===== src/rtl/timer_pkg.sv =====
// rtl/timer_pkg.sv - shared timer register map, TCR bit positions and APB FSM encoding
package timer_pkg;

  // Register map
  localparam logic [7:0] ADDR_TDR  = 8'h00;
  localparam logic [7:0] ADDR_TCR  = 8'h01;
  localparam logic [7:0] ADDR_TSR  = 8'h02;
  localparam logic [7:0] ADDR_TCNT = 8'h03;

  // TCR bit positions
  localparam int TCR_LOAD        = 7;
  localparam int TCR_DW          = 5;
  localparam int TCR_EN          = 4;
  localparam int TCR_CLK_SEL_MSB = 1;
  localparam int TCR_CLK_SEL_LSB = 0;

  // Software-writable TCR bits; every other bit is hard-wired to zero
  localparam logic [7:0] TCR_WR_MASK = (8'd1 << TCR_LOAD) | (8'd1 << TCR_DW) | (8'd1 << TCR_EN) |
                                       (8'd1 << TCR_CLK_SEL_MSB) | (8'd1 << TCR_CLK_SEL_LSB);

  // TSR sticky flag positions
  localparam int TSR_OVF = 0;
  localparam int TSR_UDF = 1;

  // APB slave phase tracking
  typedef enum logic [1:0] {
    ST_IDLE   = 2'd0,
    ST_SETUP  = 2'd1,
    ST_ACCESS = 2'd2
  } apb_state_e;

endpackage


===== src/rtl/timer_sts_flag.sv =====
// rtl/timer_sts_flag.sv - one sticky status flag, hardware set wins over software clear
module timer_sts_flag (
  input  logic clk,
  input  logic rst,
  input  logic set_i,
  input  logic clr_i,
  output logic flag_o
);

  logic flag_q;
  logic flag_d;

  // Set has priority so a coincident clear never loses an event
  always_comb begin
    flag_d = flag_q;
    if (set_i) begin
      flag_d = 1'b1;
    end else if (clr_i) begin
      flag_d = 1'b0;
    end
  end

  // Flag storage
  always_ff @(posedge clk or posedge rst) begin
    if (rst) begin
      flag_q <= 1'b0;
    end else begin
      flag_q <= flag_d;
    end
  end

  assign flag_o = flag_q;

endmodule


===== src/rtl/timer_apb_regif.sv =====
// rtl/timer_apb_regif.sv - APB register interface for the timer (TDR/TCR/TSR/TCNT)
module timer_apb_regif
  import timer_pkg::*;
#(
  parameter int WAIT_STATES = 1,
  parameter int ADDR_W      = 8
) (
  input  logic              pclk,
  input  logic              prst,
  input  logic              psel,
  input  logic              penable,
  input  logic              pwrite,
  input  logic [ADDR_W-1:0] paddr,
  input  logic [7:0]        pwdata,
  output logic [7:0]        prdata,
  output logic              pready,
  output logic              pslverr,
  output logic [7:0]        tdr,
  output logic [7:0]        tcr,
  output logic              load_pulse,
  input  logic [7:0]        tcnt,
  input  logic              ovf_set,
  input  logic              udf_set,
  output logic              irq
);

  // Number of ACCESS cycles already spent when the transfer may complete
  localparam logic [1:0] WCNT_LAST = 2'(WAIT_STATES);

  apb_state_e state_q, state_d;
  logic [1:0] wcnt_q, wcnt_d;
  logic [7:0] tdr_q;
  logic [7:0] tcr_q;
  logic       load_pulse_q;
  logic       ovf_flag, udf_flag;
  logic       sel_tdr, sel_tcr, sel_tsr, sel_tcnt;
  logic       access_err;
  logic       wr_commit;
  logic [7:0] rd_mux;

  assign sel_tdr    = (paddr == ADDR_W'(ADDR_TDR));
  assign sel_tcr    = (paddr == ADDR_W'(ADDR_TCR));
  assign sel_tsr    = (paddr == ADDR_W'(ADDR_TSR));
  assign sel_tcnt   = (paddr == ADDR_W'(ADDR_TCNT));
  assign access_err = !(sel_tdr || sel_tcr || sel_tsr || sel_tcnt) || (pwrite && sel_tcnt);

  // FSM state register and wait-cycle counter
  always_ff @(posedge pclk or posedge prst) begin
    if (prst) begin
      state_q <= ST_IDLE;
      wcnt_q  <= 2'd0;
    end else begin
      state_q <= state_d;
      wcnt_q  <= wcnt_d;
    end
  end

  // FSM next state: SETUP is held during the first ACCESS bus cycle, ACCESS covers the waits
  always_comb begin
    state_d = state_q;
    wcnt_d  = wcnt_q;
    case (state_q)
      ST_IDLE: begin
        wcnt_d = 2'd0;
        if (psel && !penable) begin
          state_d = ST_SETUP;
        end
      end
      ST_SETUP, ST_ACCESS: begin
        if (!psel) begin
          state_d = ST_IDLE;
          wcnt_d  = 2'd0;
        end else if (!penable) begin
          state_d = ST_SETUP;
          wcnt_d  = 2'd0;
        end else if (wcnt_q == WCNT_LAST) begin
          state_d = ST_IDLE;
          wcnt_d  = 2'd0;
        end else begin
          state_d = ST_ACCESS;
          wcnt_d  = wcnt_q + 2'd1;
        end
      end
      default: begin
        state_d = ST_IDLE;
        wcnt_d  = 2'd0;
      end
    endcase
  end

  // Read data source for the addressed register
  always_comb begin
    rd_mux = 8'h00;
    if (sel_tdr) begin
      rd_mux = tdr_q;
    end else if (sel_tcr) begin
      rd_mux = tcr_q;
    end else if (sel_tsr) begin
      rd_mux = {6'b0, udf_flag, ovf_flag};
    end else if (sel_tcnt) begin
      rd_mux = tcnt;
    end
  end

  // FSM outputs: completion, error, commit strobe and gated read data
  always_comb begin
    pready    = 1'b0;
    pslverr   = 1'b0;
    wr_commit = 1'b0;
    prdata    = 8'h00;
    if ((state_q != ST_IDLE) && psel && penable && (wcnt_q == WCNT_LAST)) begin
      pready    = 1'b1;
      pslverr   = access_err;
      wr_commit = pwrite && !access_err;
      if (!pwrite && !access_err) begin
        prdata = rd_mux;
      end
    end
  end

  // TDR/TCR storage; TCR load bit clears the cycle after its pulse
  always_ff @(posedge pclk or posedge prst) begin
    if (prst) begin
      tdr_q        <= 8'h00;
      tcr_q        <= 8'h00;
      load_pulse_q <= 1'b0;
    end else begin
      load_pulse_q <= wr_commit && sel_tcr && pwdata[TCR_LOAD];
      if (wr_commit && sel_tdr) begin
        tdr_q <= pwdata;
      end
      if (wr_commit && sel_tcr) begin
        tcr_q <= pwdata & TCR_WR_MASK;
      end else if (load_pulse_q) begin
        tcr_q[TCR_LOAD] <= 1'b0;
      end
    end
  end

  timer_sts_flag u_ovf_flag (
    .clk    (pclk),
    .rst    (prst),
    .set_i  (ovf_set),
    .clr_i  (wr_commit && sel_tsr && !pwdata[TSR_OVF]),
    .flag_o (ovf_flag)
  );

  timer_sts_flag u_udf_flag (
    .clk    (pclk),
    .rst    (prst),
    .set_i  (udf_set),
    .clr_i  (wr_commit && sel_tsr && !pwdata[TSR_UDF]),
    .flag_o (udf_flag)
  );

  assign tdr        = tdr_q;
  assign tcr        = tcr_q;
  assign load_pulse = load_pulse_q;
  assign irq        = ovf_flag | udf_flag;

endmodule


===== config.mk =====
export PLATFORM = sky130hd
export DESIGN_NAME = timer_apb_regif
export DESIGN_NICKNAME = d
export VERILOG_FILES = /design/src/rtl/timer_pkg.sv /design/src/rtl/timer_sts_flag.sv /design/src/rtl/timer_apb_regif.sv
export SDC_FILE = /design/constraint.sdc
export NUM_CORES = 1
export LEC_CHECK = 0
export ABC_AREA = 1
export BUFFER_PORTS_ARGS = -buffer_cell sky130_fd_sc_hd__buf_2
export CAP_MARGIN = 30
export CORE_ASPECT_RATIO = 0.7
export CORE_MARGIN = 10
export CORE_UTILIZATION = 47
export CTS_CLUSTER_SIZE = 30
export DETAILED_ROUTE_END_ITERATION = 8
export PLACE_DENSITY = 0.84
export SETUP_SLACK_MARGIN = 0.02
export SKIP_CTS_REPAIR_TIMING = 1
export SYNTH_ARGS = -nofsm -noshare
export SYNTH_HDL_FRONTEND = slang
export SYNTH_SLANG_ARGS = --single-unit

===== constraint.sdc =====
create_clock -name pclk -period 1.65 [get_ports pclk]
set_input_delay 0.165 -clock pclk [delete_from_list [all_inputs] [get_ports pclk]]
set_output_delay 0.165 -clock pclk [all_outputs]
set_load 0.01 [all_outputs]

======== After elaboration in Yosys (flattened, before gate mapping) ========
Index checks and enable logic that the tools add are counted.
operators by class
  add/sub/neg operators ................... 1
  equal/unequal tests ..................... 7
  mux-type cells .......................... 24
  bitwise operators ....................... 1
  reductions and logical operators ........ 30
operators by type and width
  kind                                                 count
  two-way mux 8 bit                                    6
  equality test 8 x 2 -> 1 bit, second input constant  2
  two-way mux 2 bit                                    8
  logical AND 1 bit                                    13
  two-way mux 1 bit                                    9
  equality test 8 x 1 -> 1 bit, second input constant  1
  zero test 8 bit                                      1
  nonzero test 2 bit                                   4
  zero test 1 bit                                      6
  equality test 2 x 1 -> 1 bit, second input constant  2
  logical OR 1 bit                                     4
  case mux 2 bit (2 select lines)                      1
  adder 2 x 1 -> 2 bit, second input constant          1
  equality test 2 bit, second input constant           1
  zero test 2 bit                                      1
  inequality test 2 bit, second input constant         1
  OR reduction 2 bit                                   1
  bitwise OR 1 bit                                     1
word-level totals
  flip-flop bits (word level) ............. 20
  output and inout bits ................... 28

======== Logic depth before layout (Yosys ltp) ========
Gate-level depths: netlist of the first run.
  word-level depth ........................ 13
  mapped depth ............................ 9

======== By module ========
Synthesis of the first run repeated with hierarchy kept, for this count alone.
second synthesis, totals
  cell total of the unflattened synthesis .. 196
  area, all modules ....................... 1343.8 um^2
by module, submodules not included
  module           instances  cells an instance  area each (um^2)
  timer_apb_regif  1          184                1256.2
  timer_sts_flag   2          6                  43.8

======== Worst setup path after synthesis of the first run ========
Ideal clock, no wire load.
  path type ............................... reg-to-output
  start ................................... reg state_q[0]
  end ..................................... out prdata[2]
  arrival ................................. 1.351 ns
  data required time ...................... 1.485 ns
  slack ................................... 0.134 ns
  cell stages (with the launch flop) ...... 8
  path buffers ............................ 0
  cells stage by stage .................... dfrtp_1 -> inv_1 -> ha_1 -> inv_1 -> nand3_2 -> nor2_2 -> nand2_1 -> a21oi_1
between the ends
  word-level cells in the longest chain between the ends .. 5
RTL lines
  what                             line                    RTL
  start, declared                  timer_apb_regif.sv:30   apb_state_e state_q, state_d;
  start signal, assigned           timer_apb_regif.sv:53   state_q <= state_d;
  nonzero test 2 bit               timer_apb_regif.sv:111  if ((state_q != ST_IDLE) && psel && penable && (wcnt_q == WCNT_LAST)) begin
  logical AND 1 bit (3 in series)  timer_apb_regif.sv:111
  two-way mux 8 bit                timer_apb_regif.sv:111
  end, declared                    timer_apb_regif.sv:15   output logic [7:0] prdata,
No other way between the ends.

======== Worst setup path in the final report of the first run ========
  start ................................... reg state_q[0]
  end ..................................... out prdata[3]
Same word-level chain as after synthesis.

==> impl_metrics.toml, run 1 <==
[outcome]
outcome = "finished with violations"
violations = "setup timing"

[global_routing]
grt_first_pass_wirelength_mm = 5.77
grt_overflow_total = 0
grt_pass1_vias = 1298
antenna_found_initial = 0
grt_max_degree = 21
grtUsageTotal = 0.125

[timing]
period_share = 1.10
fmax_mhz = 550
whs_ps = 90.7
finalSetupTns_ps = -1260
setup_viol = 9
layout_setup_ws_ps = -170
period_minus_slack_ps = 1820
finalClockSkew_ps = 1.19
rsz0062_at_grt = "yes"
hold_viol = 0
slew_violations = 0

[job]
drv_cap = 0

[logic_synthesis]
syn-mean-instance-area_sq_um = 7.48
synth_flop_cell = "dfrtp_1"
synth_top_family_by_area = "simple AND/OR/NAND/NOR gates"
synth.most_common_cell = "nand2_1"
synth_warnings = 0
synth.mux.area_fraction = 0
synth-edff-count = 0
synth.distinct_cells = 25
synth_fa_ha_area_frac = 0.0179
synthCells = 187
synth.area.top_cells = "dfrtp_1 (36%), nand2_1 (11%), nand3_1 (8.6%)"
synth_top_area_cell = "dfrtp_1"
synth_xor_area_frac = 0
ys_ff_latch = 20
synth-simple-area-share = 0.432
seq_area_frac_synth = 0.358
synthArstFlopShare = 1.00
synthTopCellsByCount = "nand2_1 (42), inv_1 (26), nor2_1 (25)"
synth-compound-area-share = 0.0635
synthDominantCellAreaShare = 0.358
synth.cell_area_sq_mm = 0.00140

[final_layout]
n_antenna_cell = 0
fin_util = 0.654
nets = 282
stdcell_count = 284
syn_to_final_growth_pct = 31.9
drive_above_1_share = 0.448
design_area_sq_mm = 0.00185

[die]
die_x_microns = 85.2
initial_core_util = 0.496
io_pins = 59
core_sq_mm = 0.00282
rows = 16
die_h_microns = 65.6
fp.dieArea_sq_mm = 0.00559

[min_path]
min_path_type = "input pin to flop"
hold_path_depth = 3

[drt]
final_antenna_net_count = 0
wl_per_cell_microns = 13.5
drt_pass1_iterations = 4
drc = 0
via_per_inst = 4.86
drtIter0Drc = 89
via_count = 1379
wirelength_mm = 3.83

[setup_path]
end_kind = "output port"
crit_required_ps = 1480
critPathKind = "flop to output port"
cp_slowest_stage_delay_ps = 380
reg2reg_depth = 10
crit_fanout = 8
arrival_ps = 1650
cp-start-kind = "flop"
crit_path_top_delay_cell = "dfrtp_1"
cp_cell_sequence = "inv_2 > ha_4 > inv_4 > nand3_4 > nor2_4 > nand2_4 > a21oi_2 > buf_2"

[clock_tree]
clkSinkCount = 20
clk_path_buf_depth = 2
clkLatencyLatePin_ps = 250
tritoncts = "yes"
htree_levels = 1
cts-root-buf = "clkbuf_8"
clk_pin_slew_worst_paths_ps = 70
numCtsBuffers = 3

[placed_design]
place_inst = 276
placed_cell_area_sq_mm = 0.00168
pre_cts_ws_ps = -22.2
gp_congestion = 0.813
dpl.hpwl_mm = 3.07
port_buffers = 55

[pwr]
powerDensity_mw_per_mm2 = 707
p_total_mw = 1.31
power.leakage_nw = 1.03
vdd_drop_max_v = 0.000414
## critical path: cells and delay by family, from the launching register on
kind	cells	cell delay [ps]
buffers and inverters	3	260
flip-flops	1	380
AND/OR/NAND/NOR	3	460
adder cells (fa/ha/maj)	1	170
AO/OA/AOI/OAI	1	130
## metal layers
metal  share of wire  vias to the layer above  wire length, microns  global-route usage
met2            0.45                       50                  1730               0.200
met3            0.11                        4                   408              0.0616
met4          0.0055                        0                    21              0.0246
met5               0                        -                     0                   0
met1            0.43                      620                  1660               0.149
li1                -                      705                     -                   -
## final cells by class
class / count / area [sq um]
sequential: 20 / 500
multi-input combinational: 133 / 803
fill: 235 / 977
inverter: 29 / 111
tap: 36 / 45.0
timing repair buffer: 62 / 330
clock buffer: 4 / 55.1
## path summary, 6_finish.rpt
| check | start | endpoint | slack [ps] |
|---|---|---|---|
| setup / recovery | state_q[0] | prdata[3] | -170 |
| hold / removal | udf_set | u_udf_flag.flag_o | 90 |
| setup reg to reg | state_q[0] | tcr[1] | 70 |
| hold reg to reg | wcnt_q[0] | wcnt_q[1] | 490 |
| max in group asynchronous | prst | tcr[5] | 970 |
| min in group asynchronous | prst | tdr[6] | 470 |
## report_power, final
group          switching (mW)  total (mW)  internal (mW)
clock                   0.159       0.371          0.212
combinational           0.220       0.394          0.174
sequential             0.0230       0.541          0.518
total                   0.402        1.31          0.904
## cells in the final DEF (no fill, tap or decap)
master,netlist,final
o21ai_2,6,6
inv_2,3,5
nand2_2,6,6
a21oi_2,0,3
nor2_1,25,23
dlygate4sd3_1,0,1
nand3_4,0,1
buf_2,0,55
nor4_1,1,1
ha_4,0,1
o21a_1,1,1
inv_4,0,1
dfrtp_1,20,20
nor2_4,4,5
o32ai_1,1,1
nand2_1,42,41
nor3_1,2,2
clkbuf_8,0,4
o21ai_0,1,1
inv_1,26,23
or2_2,1,1
buf_4,3,6
nand2_4,2,3
nand3_1,24,19
nor2_8,1,1
conb_1,1,3
nor2_2,2,3
nor3_4,2,2
nand3_2,4,8
ha_1,2,1
## cells by family (layout without fill, tap and decap cells)
family	count (synthesis)	in the layout
compound gates	12	12
buf+inv	36	95
simple gates	116	116
flops	20	20
other cells	1	3
fa+ha+maj	2	2
## registers in the layout (all words and copies together) (netlist names)
register / count
load_pulse: 1
wcnt_q: 2
state_q: 2
u_udf_flag.flag_o: 1
tdr: 8
tcr: 5
u_ovf_flag.flag_o: 1
Power figures use the tool's default switching activity.
==> run 2: changes to the inputs <==
CORE_ASPECT_RATIO = 1.2   (was 0.7)
==> impl_metrics.toml, run 2 (synthesis gave the netlist of run 1 again) <==
[timing]
tightest_slew_ps = 749
finalClockSkew_ps = 4.00
fmax_mhz = 542
rsz0062_at_grt = "yes"
finalSetupTns_ps = -1620
slew_headroom = 0.500
period_share = 1.12
slew_violations = 0
layout_setup_ws_ps = -194
setup_viol = 10
whs_ps = -26.2
period_minus_slack_ps = 1840
hold_viol = 20

[setup_path]
end_kind = "output port"
crit_path_start = "state_q[1]"
r2r_end = "tdr[5]"
critPathKind = "flop to output port"
crit_required_ps = 1480
reg2reg_depth = 9
cp-start-kind = "flop"
arrival_ps = 1680
crit_fanout = 8
r2r-start = "state_q[1]"
crit_path_end = "prdata[0]"
ff2ff_setup_slack_ps = 20

[pwr]
pwr-share-clk = 0.240
powerDensity_mw_per_mm2 = 639
power.leakage_nw = 1.00
switching_power_mw = 0.382
vdd_drop_max_v = 0.000671
seqPwrFrac = 0.454
p_sw_frac = 0.322
p_int_mw = 0.802
p_total_mw = 1.18
p_comb_frac = 0.306

[clock_tree]
numCtsBuffers = 3
clk_pin_slew_worst_paths_ps = 110
clkLatencyLatePin_ps = 300
tritoncts = "yes"
clkSinkCount = 20
htree_levels = 1
cts-root-buf = "clkbuf_4"
clk_path_buf_depth = 2

[die]
io_pins = 59
die_h_microns = 79.8
rows = 21
die_x_microns = 69.8
fp.dieArea_sq_mm = 0.00557
initial_core_util = 0.493
core_sq_mm = 0.00284

[drt]
drtIter0Drc = 49
drc = 0
wirelength_mm = 3.79
wl_per_cell_microns = 13.5
via_count = 1372
final_antenna_net_count = 0
drt_pass1_iterations = 4
via_per_inst = 4.90

[final_layout]
syn_to_final_growth_pct = 32.4
stdcell_count = 280
nets = 280
drive_above_1_share = 0.463
mostFrequentLayoutCells = "buf_2 (53), nand2_1 (37), inv_1 (23), nor2_1 (23), dfrtp_1 (20)"
final_common_cell = "buf_2"
n_antenna_cell = 0
design_area_sq_mm = 0.00185
fin_util = 0.653
largest_reg_flops = 8

[placed_design]
place_inst = 273
dpl.hpwl_mm = 3.01
placed_cell_area_sq_mm = 0.00167
gp_congestion = 0.777
pre_cts_ws_ps = 9.90
port_buffers = 55

[global_routing]
antenna_found_initial = 0
grt_max_degree = 21
grtUsageMet3 = 0.0398
grt_first_pass_wirelength_mm = 5.65
grtUsageTotal = 0.123
grt_pass1_vias = 1270
top_usage_layer = "met2"
grt_use_met2 = 0.208
grtUsageMet1 = 0.139
grt_overflow_total = 0

[outcome]
violations = "hold timing, setup timing"
outcome = "finished with violations"

[job]
drv_cap = 0

[min_path]
min_path_type = "input pin to asynchronous set/reset pin"
[run 2: changes by cell type in the layout (fill, tap and decap cells not counted), moves of 2 or more]
cell      delta
nand2_2      +3
buf_2        -2
clkbuf_4     +3
nand2_1      -4
buf_4        -3
buf_6        +4
clkbuf_8     -3
[run 2: layout make-up]
class | instances | area, sq um
fill | 240 | 986
multi-input combinational | 133 | 828
sequential | 20 | 500
timing repair buffer | 60 | 333
inverter | 29 | 111
tap | 34 | 42.5
clock buffer | 4 | 36.3
[run 2: worst min path at each step]
stage               start         end  slack (ps)
global placement     prst  state_q[0]         320
detailed placement   prst   wcnt_q[0]         330
CTS                  prst      tdr[4]           4
floorplan            prst  load_pulse         130
global route         prst      tdr[4]          50
finish               prst      tdr[4]         -30
[run 2: power by group through the flow]
| stage | Clock, mW | Combinational, mW | Sequential [mW] |
|---|---|---|---|
| finish | 0.284 | 0.362 | 0.537 |
| global route | 0.301 | 0.406 | 0.538 |
| CTS | 0.282 | 0.269 | 0.533 |
| detailed placement | 0 | 0.268 | 0.543 |
| global placement | 0 | 0.259 | 0.542 |
| floorplan | 0 | 0.194 | 0.541 |
[run 2: routing by layer]
metal  share of wire  vias up
met4           0.016        0
met2            0.50       55
met1            0.40      620
li1                -      693
met5               0        -
met3           0.078        4
[run 2: worst max-delay path, stage by stage (launching register included)]
cell,delay [ps]
dfrtp_1,380
inv_2,60
ha_4,170
inv_4,50
nand3_4,70
nor2_4,280
nand3_2,110
nor2_1,110
buf_2,160
